<file path="src/rtl/prog_loader.sv">
// Framed byte-stream loader: CNT_LO, CNT_HI, N x (INS_LO, INS_HI), CHK.
// Writes 9-bit words to instruction memory and holds the core until a checksummed frame lands.
module prog_loader #(
  parameter int D = 10
) (
  input  logic         clk,
  input  logic         reset,
  input  logic         start,
  input  logic [7:0]   in_data,
  input  logic         in_valid,
  output logic         in_ready,
  output logic         im_wr_en,
  output logic [D-1:0] im_wr_addr,
  output logic [8:0]   im_wr_data,
  output logic         core_hold,
  output logic         load_done,
  output logic         load_err
);

  typedef enum logic [2:0] {
    S_CLO,
    S_CHI,
    S_ILO,
    S_IHI,
    S_CHK,
    S_DONE,
    S_ERR
  } state_t;

  localparam logic [D-1:0] ONE = {{(D-1){1'b0}}, 1'b1};

  state_t       state, state_nxt;
  logic [7:0]   cnt_lo, ins_lo, xsum;
  logic [D-1:0] n_words, addr;
  logic [15:0]  cnt_full;
  logic         cnt_bad, ins_bad, last_word;
  logic         acc_p0, vld_p0;
  logic         vld_p1;
  logic [D-1:0] addr_p1;
  logic [8:0]   data_p1;

  assign cnt_full  = {in_data, cnt_lo};
  assign cnt_bad   = (cnt_full >> D) != 16'd0;
  assign ins_bad   = in_data[7:1] != 7'd0;
  assign last_word = (addr == (n_words - ONE));

  assign in_ready  = !start && (state != S_DONE) && (state != S_ERR);
  assign acc_p0    = in_valid && in_ready;

  // start overrides the status outputs in its own cycle so the core is held immediately
  assign core_hold = start || (state != S_DONE);
  assign load_done = !start && (state == S_DONE);
  assign load_err  = !start && (state == S_ERR);

  assign im_wr_en   = vld_p1;
  assign im_wr_addr = addr_p1;
  assign im_wr_data = data_p1;

  always_ff @(posedge clk or negedge reset) begin
    if (!reset) begin
      state <= S_CLO;
    end else begin
      state <= state_nxt;
    end
  end

  always_comb begin
    state_nxt = state;
    vld_p0    = 1'b0;
    if (start) begin
      state_nxt = S_CLO;
    end else if (acc_p0) begin
      case (state)
        S_CLO: state_nxt = S_CHI;
        S_CHI: begin
          if (cnt_bad) begin
            state_nxt = S_ERR;
          end else if (cnt_full[D-1:0] == '0) begin
            state_nxt = S_CHK;
          end else begin
            state_nxt = S_ILO;
          end
        end
        S_ILO: state_nxt = S_IHI;
        S_IHI: begin
          if (ins_bad) begin
            state_nxt = S_ERR;
          end else begin
            vld_p0    = 1'b1;
            state_nxt = last_word ? S_CHK : S_ILO;
          end
        end
        S_CHK:   state_nxt = (in_data == xsum) ? S_DONE : S_ERR;
        default: state_nxt = state;
      endcase
    end
  end

  // p0 -> p1: accepted INS_HI becomes a one-cycle registered memory write
  always_ff @(posedge clk or negedge reset) begin
    if (!reset) begin
      vld_p1  <= 1'b0;
      addr_p1 <= '0;
      data_p1 <= '0;
      xsum    <= '0;
      addr    <= '0;
      n_words <= '0;
      cnt_lo  <= '0;
      ins_lo  <= '0;
    end else begin
      vld_p1 <= vld_p0;
      if (vld_p0) begin
        addr_p1 <= addr;
        data_p1 <= {in_data[0], ins_lo};
      end
      if (start) begin
        xsum    <= '0;
        addr    <= '0;
        n_words <= '0;
      end else if (acc_p0) begin
        if (state != S_CHK) begin
          xsum <= xsum ^ in_data;
        end
        case (state)
          S_CLO:   cnt_lo  <= in_data;
          S_CHI:   n_words <= cnt_full[D-1:0];
          S_ILO:   ins_lo  <= in_data;
          S_IHI: begin
            if (vld_p0) begin
              addr <= addr + ONE;
            end
          end
          default: ;
        endcase
      end
    end
  end

endmodule
</file>
<file path="config.mk">
export PLATFORM = sky130hd
export DESIGN_NAME = prog_loader
export DESIGN_NICKNAME = d
export VERILOG_FILES = /design/src/rtl/prog_loader.sv
export SDC_FILE = /design/constraint.sdc
export NUM_CORES = 1
export LEC_CHECK = 0
export ABC_AREA = 0
export CORE_MARGIN = 10
export CORE_UTILIZATION = 51
export CTS_BUF_LIST = sky130_fd_sc_hd__clkbuf_16
export DETAILED_ROUTE_END_ITERATION = 7
export GPL_TIMING_DRIVEN = 0
export PLACE_DENSITY = 0.76
export SETUP_SLACK_MARGIN = 0.15
export SYNTH_ARGS = -nofsm -noshare
export SYNTH_HDL_FRONTEND = slang
export SYNTH_SLANG_ARGS = --single-unit
</file>
<file path="constraint.sdc">
create_clock -name clk -period 2.3 [get_ports clk]
set_input_delay 0.46 -clock clk [delete_from_list [all_inputs] [get_ports clk]]
set_output_delay 0.46 -clock clk [all_outputs]
set_load 0.05 [all_outputs]
</file>
==> flow_metrics.tcl, run 1 <==
set metrics [dict create \
    pin_count 36 \
    power.density_nw_per_um2 717 \
    maxCapViolations 0 \
    synth-seq-cells 67 \
    rsz0062_at_grt "yes" \
    areaGrowthSynthToFinish_pct 26.3 \
    p_total_mw 3.02 \
    fp.dieW_um 101 \
    fin_crit_sh_pct 98.1 \
    die_h_um 101 \
    slowest_stage "nor4b_1" \
    yosys.area.top_type "dfrtp_1" \
    critPathRequiredTime_ns 2.50 \
    arrival_ns 2.45 \
    final.setup_skew_ns 0.00372 \
    max_stage_delay_ns 0.44 \
    drive_above_1_share_pct 15.2 \
    yosysSeqAreaShare_pct 50.4 \
    grt.overflow.total 0 \
    wire_per_inst_um 16.3 \
    synth-main-ff-cell "dfrtp_1" \
    syn_area_um2 3330 \
    cts_htree_levels 3 \
    critPathCaptureType "register" \
    hpwl_mm 5.27 \
    hold_path_class "in -> async" \
    vias_per_cell 5.52 \
    place_congestion 0.840 \
    maxSlewHeadroom_pct 44.7 \
    cts_buffers 9 \
    postRouteAntennaNets 0 \
    cts_hold_buffers 0 \
    n_antenna_cell 0 \
    met3_usage_pct 4.80 \
    leakage_nw 1.96 \
    synth_cell_types 44 \
    wl_mm 7.92 \
    synth_edf_count 0 \
    syn_area_per_cell_um2 9.38 \
    cts_num_sinks 67 \
    drc 0 \
    num_vias 2681 \
    max_freq_mhz 443 \
    grt_start_max_net_pins 68 \
    stdcell_count 486 \
    clk-insertion-delay-late_ns 0.33 \
    drtIter0Drc 251 \
    synthTopCellsByArea "dfrtp_1 50%, nand2_1 9.9%, xor2_1 4.7%" \
    cts_tree "built" \
    grt_use_met1_pct 19.7 \
    ir_drop_uv 568 \
    antenna_found_initial 0 \
    busiest_layer "met2" \
    synthCells 355 \
    yosysWarningCount 0 \
    grt.total_usage_pct 16.0 \
    status "complete, no violations" \
    setup_viol 0 \
    cp_max_fo 6 \
    tightest_slew_ns 0.830 \
    placementRows 29 \
    start_util_pct 52.4 \
    synthesis.nets 369 \
    path_cells "buf_4 > nor2_1 > nor4b_1 > xnor2_1 > a211oi_2 > a31oi_1 > or3_1" \
    grt_first_pass_wirelength_mm 13.1 \
    synthArstFlopShare_pct 100 \
    dieArea_um2 10200 \
    netlist.area_leader.share_pct 50.4 \
    hold_violations 0 \
    cts_buffer_depth 2 \
    core_um2 6350 \
    drt_pass1_iterations 4 \
    nNetsFinal 419 \
    slew_viol_final 0 \
    clk_pin_slew_ns 0.05 \
    portBuffers 34 \
    cp-start-kind "register" \
    cts_root_buffer "clkbuf_16" \
    grt_util_met2_pct 25.9 \
    finalCriticalPeriod_ns 2.26 \
    critical_path_class "reg -> reg" \
    grt_pass1_vias 2711 \
    dp.cells 466 \
]
==> cells in the final DEF (no fill, tap or decap), types with 3 or more instances in the layout <==
cell             netlist  routed
buf_4                  0       7
dfrtp_2                0       4
a21oi_1                7       7
nor3_1                 5       5
dlymetal6s2s_1         0       4
mux2_1                 5       5
nand3_1                6       5
nand3b_1               7       7
nor2_1                25      23
inv_1                  5       6
or3_1                  3       3
clkdlybuf4s50_1        0      24
nand2b_1              13      13
nand4_1                8       8
dfrtp_1               67      63
clkbuf_16              0       9
xnor2_1               13      13
mux2_2                11      11
clkbuf_1              17      12
o21ai_0               16      16
xor2_1                18      18
buf_2                  2       3
nand2_1               88      88
clkbuf_2               0       4
==> timing repair <==
action	4_1_cts	5_1_grt
pin swaps	3	2
buffers inserted	4	1
resized for setup	40	25
endpoints found under the setup margin	35	40
==> per-stage QoR <==
stage | instance area (um^2) | util (%) | worst slack [ns] | TNS [ns] | hold slack [ns]
6_report | 4210 | 66.2 | 0.0436 | 0 | 0.241
5_1_grt | 4210 | 66.2 | -0.0559 | -0.0559 | 0.303
4_1_cts | 4120 | 64.9 | 0.143 | 0 | 0.276
3_5_place_dp | 3760 | 59.3 | -0.658 | -17.08 | 0.459
3_3_place_gp | 3770 | 59.3 | -1.45 | -113.24 | 0.450
2_1_floorplan | 3330 | - | 0.172 | 0 | 0.164
==> layer usage <==
layer  vias to the layer above  wire, um  part of all wire [%]
li1                       1300         -                     -
met1                      1305      3420                    43
met2                        65      3910                    49
met3                        11       447                   5.6
met4                         0       148                   1.9
met5                         -         0                     0
==> power by group <==
group / total, mW / switching (mW) / internal, mW
Combinational: 0.391 / 0.206 / 0.185
Clock: 1.27 / 0.455 / 0.814
Sequential: 1.36 / 0.0790 / 1.28
==> synthesized netlist by cell type, types with 2 or more instances <==
master	count
or2b_1	2
a21oi_1	7
and3b_1	2
nor3b_1	2
mux2_1	5
inv_1	5
buf_2	2
o211ai_1	2
nor4_1	4
mux2_2	11
xor2_1	18
a221oi_1	2
xnor2_1	13
o21ai_0	16
nand2b_1	13
nand4_1	8
and3_1	2
nor2b_1	2
ha_1	2
nand2_1	88
nor3_1	5
nor2_1	25
clkbuf_1	17
o31ai_1	2
or2_2	2
nand3_1	6
or3_1	3
nand3b_1	7
dfrtp_1	67
==> critical path: cells and delay by family (launching register included) <==
family	cells	cell delay, ns
and+or+nand+nor	3	0.96
xor gates and xnor gates	1	0.18
buffers and inverters	1	0.16
DFF	1	0.42
AOI/OAI and AO/OA	2	0.40
==> sequential cells by signal (all words and copies together) (netlist names) <==
register	count
addr	10
im_wr_addr	10
cnt_lo	8
im_wr_data	9
state	3
n_words	10
im_wr_en	1
xsum	8
ins_lo	8
==> logic make-up (layout without fill, tap and decap cells) <==
family          Yosys count  after routing  synth area share [%]
compound gates           38             38                  7.22
xor+xnor                 31             31                  8.15
fa+ha+maj                 2              2                 0.751
buf+inv                  25             79                  2.89
flops                    67             67                  50.4
mux                      16             16                  5.41
simple gates            176            176                  25.2
==> final cells by class <==
type | instances | area (um^2)
Multi-Input combinational cell | 263 | 1670
Fill cell | 496 | 2140
Timing Repair Buffer | 39 | 367
Buffer | 19 | 93.8
Clock inverter | 6 | 50.0
Clock buffer | 9 | 225
Inverter | 6 | 22.5
Sequential cell | 67 | 1680
Tap cell | 77 | 96.3
==> final timing paths <==
kind,slack [ns],end,start,depth (start not counted)
worst max-delay path,0.04,state[1]$_DFFE_PN0P_,n_words[2]$_DFFE_PN0P_,7
worst min-delay path,0.24,im_wr_addr[5]$_DFFE_PN0P_,reset,1
worst max register to register,0.04,state[1]$_DFFE_PN0P_,n_words[2]$_DFFE_PN0P_,7
worst min register to register,0.46,im_wr_data[1]$_DFFE_PN0P_,ins_lo[1]$_DFFE_PN0P_,2
max in group asynchronous,1.47,n_words[4]$_DFFE_PN0P_,reset,1
min in group clk,0.46,im_wr_data[1]$_DFFE_PN0P_,ins_lo[1]$_DFFE_PN0P_,2
(Power assumes the default switching activity.)
==> run 2, diff against run 1 <==
- ABC_AREA: 0 -> 1
==> flow_metrics.tcl, run 2 <==
set metrics [dict create \
    r2r_slack_ns 0.31 \
    synthCells 427 \
    max_freq_mhz 503 \
    cts_hold_buffers 0 \
    final_common_cell "nand2_1" \
    vias_per_cell 5.14 \
    fin_crit_sh_pct 86.5 \
    areaGrowthSynthToFinish_pct 20.1 \
    netlist.area_leader.share_pct 48.1 \
    leakage_nw 2.06 \
    cts_num_sinks 67 \
    yosysWarningCount 0 \
    pwr-share-seq_pct 43.7 \
    placementRows 30 \
    status "complete, no violations" \
    synth_cell_types 38 \
    drtIter0Drc 102 \
    fp.dieW_um 103 \
    finalCriticalPeriod_ns 1.99 \
    dieArea_um2 10500 \
    grt_pass1_vias 2910 \
    setup_viol 0 \
    p_total_mw 3.18 \
    critical_path_class "reg -> reg" \
    most-common-layout-cells "116 x nand2_1, 67 x dfrtp_1, 56 x inv_1" \
    clk-insertion-delay-late_ns 0.33 \
    cp-start-kind "register" \
    synth_most_common_cell "nand2_1" \
    synth-main-ff-cell "dfrtp_1" \
    drt_pass1_iterations 4 \
    hold_ws_ns 0.224 \
    n_antenna_cell 0 \
    pin_count 36 \
    power_frac_comb_pct 18.0 \
    ir_drop_uv 421 \
    portBuffers 35 \
    reg2reg_depth 14 \
    synth-seq-cells 67 \
    synthesis.nets 441 \
    critPathRequiredTime_ns 2.57 \
    yosys.area.top_type "dfrtp_1" \
    cp_max_fo 5 \
    cts_buffers 9 \
    wire_per_inst_um 14.1 \
    wl_mm 7.83 \
    grt.total_usage_pct 16.1 \
    clk_pin_slew_ns 0.05 \
    syn_area_um2 3490 \
    grt_first_pass_wirelength_mm 13.3 \
    start_util_pct 51.9 \
    slew_viol_final 0 \
    drc 0 \
    grt.overflow.total 0 \
    synth_edf_count 0 \
    synth_common_cells "116 x nand2_1, 67 x dfrtp_1, 54 x inv_1" \
    antenna_found_initial 0 \
    grt_start_max_net_pins 68 \
    postRouteAntennaNets 0 \
    maxSlewHeadroom_pct 44.6 \
    hold_path_class "in -> async" \
    hold_violations 0 \
    drive_above_1_share_pct 12.6 \
    critPathCaptureType "register" \
    rsz0062_at_grt "no" \
    clkPwrFrac_pct 38.2 \
    final.setup_skew_ns 0.00346 \
    cts_htree_levels 3 \
    place_congestion 0.909 \
    arrival_ns 2.26 \
    cts_tree "built" \
    p_switching_mw 0.939 \
    syn_area_per_cell_um2 8.17 \
    yosysSeqAreaShare_pct 48.1 \
    maxCapViolations 0 \
    cts_root_buffer "clkbuf_16" \
    core_um2 6720 \
    synthTopCellsByArea "dfrtp_1 48%, nand2_1 12%, inv_1 5.8%" \
    swShare_pct 29.6 \
    nNetsFinal 486 \
    num_vias 2861 \
    tightest_slew_ns 0.831 \
    synthArstFlopShare_pct 100 \
    power.density_nw_per_um2 758 \
    p_int_mw 2.24 \
    hpwl_mm 5.90 \
    cts_buffer_depth 2 \
    die_h_um 103 \
]
[run 2: per-layer routing]
metal / up-vias / part of all wire (%) / track usage (%)
met2: 66 / 48 / 27.2
met1: 1329 / 45 / 18.9
met4: 0 / 1.7 / 6.29
li1: 1452 / - / -
met3: 14 / 5.3 / 4.42
met5: - / 0 / 0
[run 2: path summary, 6_finish.rpt]
kind	start	endpoint
max	n_words[0]$_DFFE_PN0P_	state[2]$_DFFE_PN0P_
min	reset	im_wr_addr[3]$_DFFE_PN0P_
max reg2reg	n_words[0]$_DFFE_PN0P_	state[2]$_DFFE_PN0P_
min reg2reg	ins_lo[5]$_DFFE_PN0P_	im_wr_data[5]$_DFFE_PN0P_
max in group asynchronous	reset	xsum[3]$_DFFE_PN0P_
min in group clk	ins_lo[5]$_DFFE_PN0P_	im_wr_data[5]$_DFFE_PN0P_
[run 2: repair_timing]
item	in CTS	in global routing
endpoints found under the setup margin	4	4
resized for setup	12	6
setup buffers	0	0
[run 2: power groups by stage]
stage          Clock (mW)  Sequential (mW)  Combinational (mW)
3_3_place_gp            0             1.40               0.550
3_5_place_dp            0             1.41               0.568
4_1_cts              1.24             1.39               0.575
2_1_floorplan           0             1.39               0.419
5_1_grt              1.29             1.41               0.660
6_report             1.21             1.39               0.572
[run 2: through the flow]
stage / setup TNS, ns / util, % / setup WS (ns) / instance area, um^2 / instances
after detailed placement: -2.57 / 58.6 / -1.02 / 3940 / 542
after global routing: 0 / 62.3 / 0.157 / 4190 / 557
after CTS: 0 / 62.5 / 0.136 / 4200 / 557
after floorplan: 0 / - / 0.156 / 3490 / 427
final: 0 / 62.3 / 0.310 / 4190 / 557
after global placement: -96.02 / 58.6 / -1.40 / 3940 / 542
[run 2: cell type report]
class                      count  area [um^2]
multi-input combinational    288         1490
fill                         561         2530
timing repair buffer          35          335
inverter                      62          241
clock buffer                   9          225
tap                           80          100
buffer                         9         81.3
clock inverter                 7         37.5
sequential                    67         1680
[run 2: logic make-up after synthesis]
logic type,synth area share [%]
xor+xnor,4.27
buf+inv,9.22
flops,48.1
simple gates,25.4
fa+ha+maj,0.718
compound gates,12.3
[run 2: worst max-delay path, stage by stage (launching register included)]
cell and delay, ns:
dfrtp_1 0.39, inv_1 0.14, ha_1 0.23, nand2_1 0.12
nor2_1 0.17, nand3_1 0.09, nand2_1 0.08, nand2_1 0.06
nor2_1 0.23, nand3_1 0.12, nand2_1 0.09, nand2_1 0.05
nand2_1 0.06, nand2_1 0.04, nand2_1 0.06
==> run 3, diff against run 2 <==
- CORE_UTILIZATION: 51 -> 57
- PLACE_DENSITY: 0.76 -> 0.8
- clock period: 2.3 -> 1.92 ns (I/O delays scaled with it)
==> flow_metrics.tcl, run 3 (synthesis gave the netlist of run 2 again) <==
set metrics [dict create \
    drt_pass1_iterations 4 \
    place_congestion 0.933 \
    endpoint "in_ready" \
    nNetsFinal 494 \
    postRouteAntennaNets 0 \
    crit_start "state[1]$_DFFE_PN0P_" \
    clk_pin_slew_ns 0.05 \
    hpwl_mm 6.01 \
    placementRows 28 \
    critical_path_class "reg -> out" \
    reg2reg_depth 8 \
    cp_max_fo 4 \
    rsz0062_at_grt "yes" \
    arrival_ns 1.37 \
    vias_per_cell 5.39 \
    cts_buffer_depth 2 \
    wl_mm 8.52 \
    fin_ws_ns 0.164 \
    final_common_cell "nand2_1" \
    pin_count 36 \
    pre_cts_slack_ns -1.35 \
    cts_tree "built" \
    antenna_found_initial 0 \
    grt.overflow.total 0 \
    drc 0 \
    final.setup.tns_ns 0 \
    dpl_cell_area_um2 3950 \
    clk-insertion-delay-late_ns 0.33 \
    finalCriticalPeriod_ns 1.76 \
    start_util_pct 58.9 \
    max_freq_mhz 569 \
    setup_viol 0 \
    cts_hold_buffers 0 \
    hold_path_class "in -> async" \
    num_vias 3021 \
    critPathRequiredTime_ns 1.54 \
    cts_htree_levels 3 \
    final.setup_skew_ns 0.00719 \
    cts_root_buffer "clkbuf_16" \
    n_antenna_cell 0 \
    dp.cells 537 \
    drive_above_1_share_pct 18.1 \
    p_total_mw 3.98 \
    grt.total_usage_pct 17.7 \
    grt_pass1_vias 3132 \
    most-common-layout-cells "111 x nand2_1, 67 x dfrtp_1, 49 x inv_1" \
    regToRegEndpoint "cnt_lo[2]$_DFFE_PN0P_" \
    stdcell_count 560 \
    power.density_nw_per_um2 920 \
    grt_start_max_net_pins 68 \
    maxCapViolations 0 \
    cts_buffers 9 \
    dieArea_um2 9650 \
    tightest_slew_ns 0.835 \
    status "complete, no violations" \
    drtIter0Drc 174 \
    slew_viol_final 0 \
    wire_per_inst_um 15.2 \
    r2r_start "state[1]$_DFFE_PN0P_" \
    core_um2 5920 \
    fp.dieW_um 98.2 \
    fin_crit_sh_pct 91.5 \
    leakage_nw 2.22 \
    cp-start-kind "register" \
    hold_violations 0 \
    ir_drop_uv 757 \
    r2r_slack_ns 0.21 \
    critPathCaptureType "primary output" \
    areaGrowthSynthToFinish_pct 24.0 \
    die_h_um 98.2 \
    cts_num_sinks 67 \
    maxSlewHeadroom_pct 44.4 \
    portBuffers 35 \
    grt_first_pass_wirelength_mm 14.3 \
    final_area_um2 4320 \
]
-- run 3: cell count changes in the layout (fill, tap and decap cells not counted), moves of 3 or more --
cell             delta
inv_2               +4
clkbuf_2            -3
inv_1               -7
clkbuf_4            +3
nor2_2              +5
nand2_2             +4
nand2_1             -5
clkdlybuf4s50_1    -26
nor2_1              -7
buf_4               +7
dlygate4sd2_1      +26
-- run 3: area by class of cell --
type | count | area [um^2]
flip-flops and latches | 67 | 1680
fillers | 469 | 1600
multi-input cells | 288 | 1560
repair buffers | 41 | 363
inverters | 62 | 249
clock buffers | 9 | 225
plain buffers | 10 | 95.1
well taps | 75 | 93.8
clock inverters | 7 | 60.1
repair inverters | 1 | 3.75
-- run 3: what timing repair did --
| action | CTS | global route |
|---|---|---|
| pin swaps | 1 | 3 |
| setup endpoints to repair | 71 | 29 |
| setup buffers | 1 | 5 |
| resized for setup | 67 | 24 |
| gates cloned | 1 | 0 |
-- run 3: worst min-delay path by stage --
stage               cells after the start                      start                         to
finish                                  1                      reset  im_wr_addr[5]$_DFFE_PN0P_
floorplan                               0                      reset        addr[0]$_DFFE_PN0P_
global route                            1                      reset  im_wr_addr[8]$_DFFE_PN0P_
detailed placement                      2  im_wr_data[0]$_DFFE_PN0P_  im_wr_data[0]$_DFFE_PN0P_
CTS                                     1                      reset  im_wr_addr[5]$_DFFE_PN0P_
global placement                        2  im_wr_data[5]$_DFFE_PN0P_  im_wr_data[5]$_DFFE_PN0P_
-- run 3: report_power, final --
part / leakage, nW / total, mW / switching [mW] / internal [mW]
Combinational: 1.17 / 0.740 / 0.470 / 0.271
Clock: 0.145 / 1.56 / 0.576 / 0.987
Sequential: 0.906 / 1.68 / 0.0961 / 1.58
-- run 3: metrics by stage --
step	hold WS [ns]	utilization (%)
after global routing	0.219	73.0
after global placement	0.458	66.7
final	0.147	73.0
after CTS	0.193	71.2
after floorplan	0.0884	-
after detailed placement	0.459	66.6
-- run 3: routing by layer --
| layer | GRT usage (%) | up-vias | routed length [um] |
|---|---|---|---|
| li1 | - | 1468 | - |
| met1 | 19.0 | 1436 | 3370 |
| met2 | 31.8 | 92 | 4440 |
| met3 | 5.29 | 25 | 474 |
| met4 | 6.95 | 0 | 240 |
| met5 | 0 | - | 0 |
-- run 3: worst max-delay path: stages (launching register included) --
cell,delay [ns]
dfrtp_1,0.39
inv_1,0.09
nand2_2,0.11
nand2_2,0.08
a21oi_4,0.19
buf_8,0.17
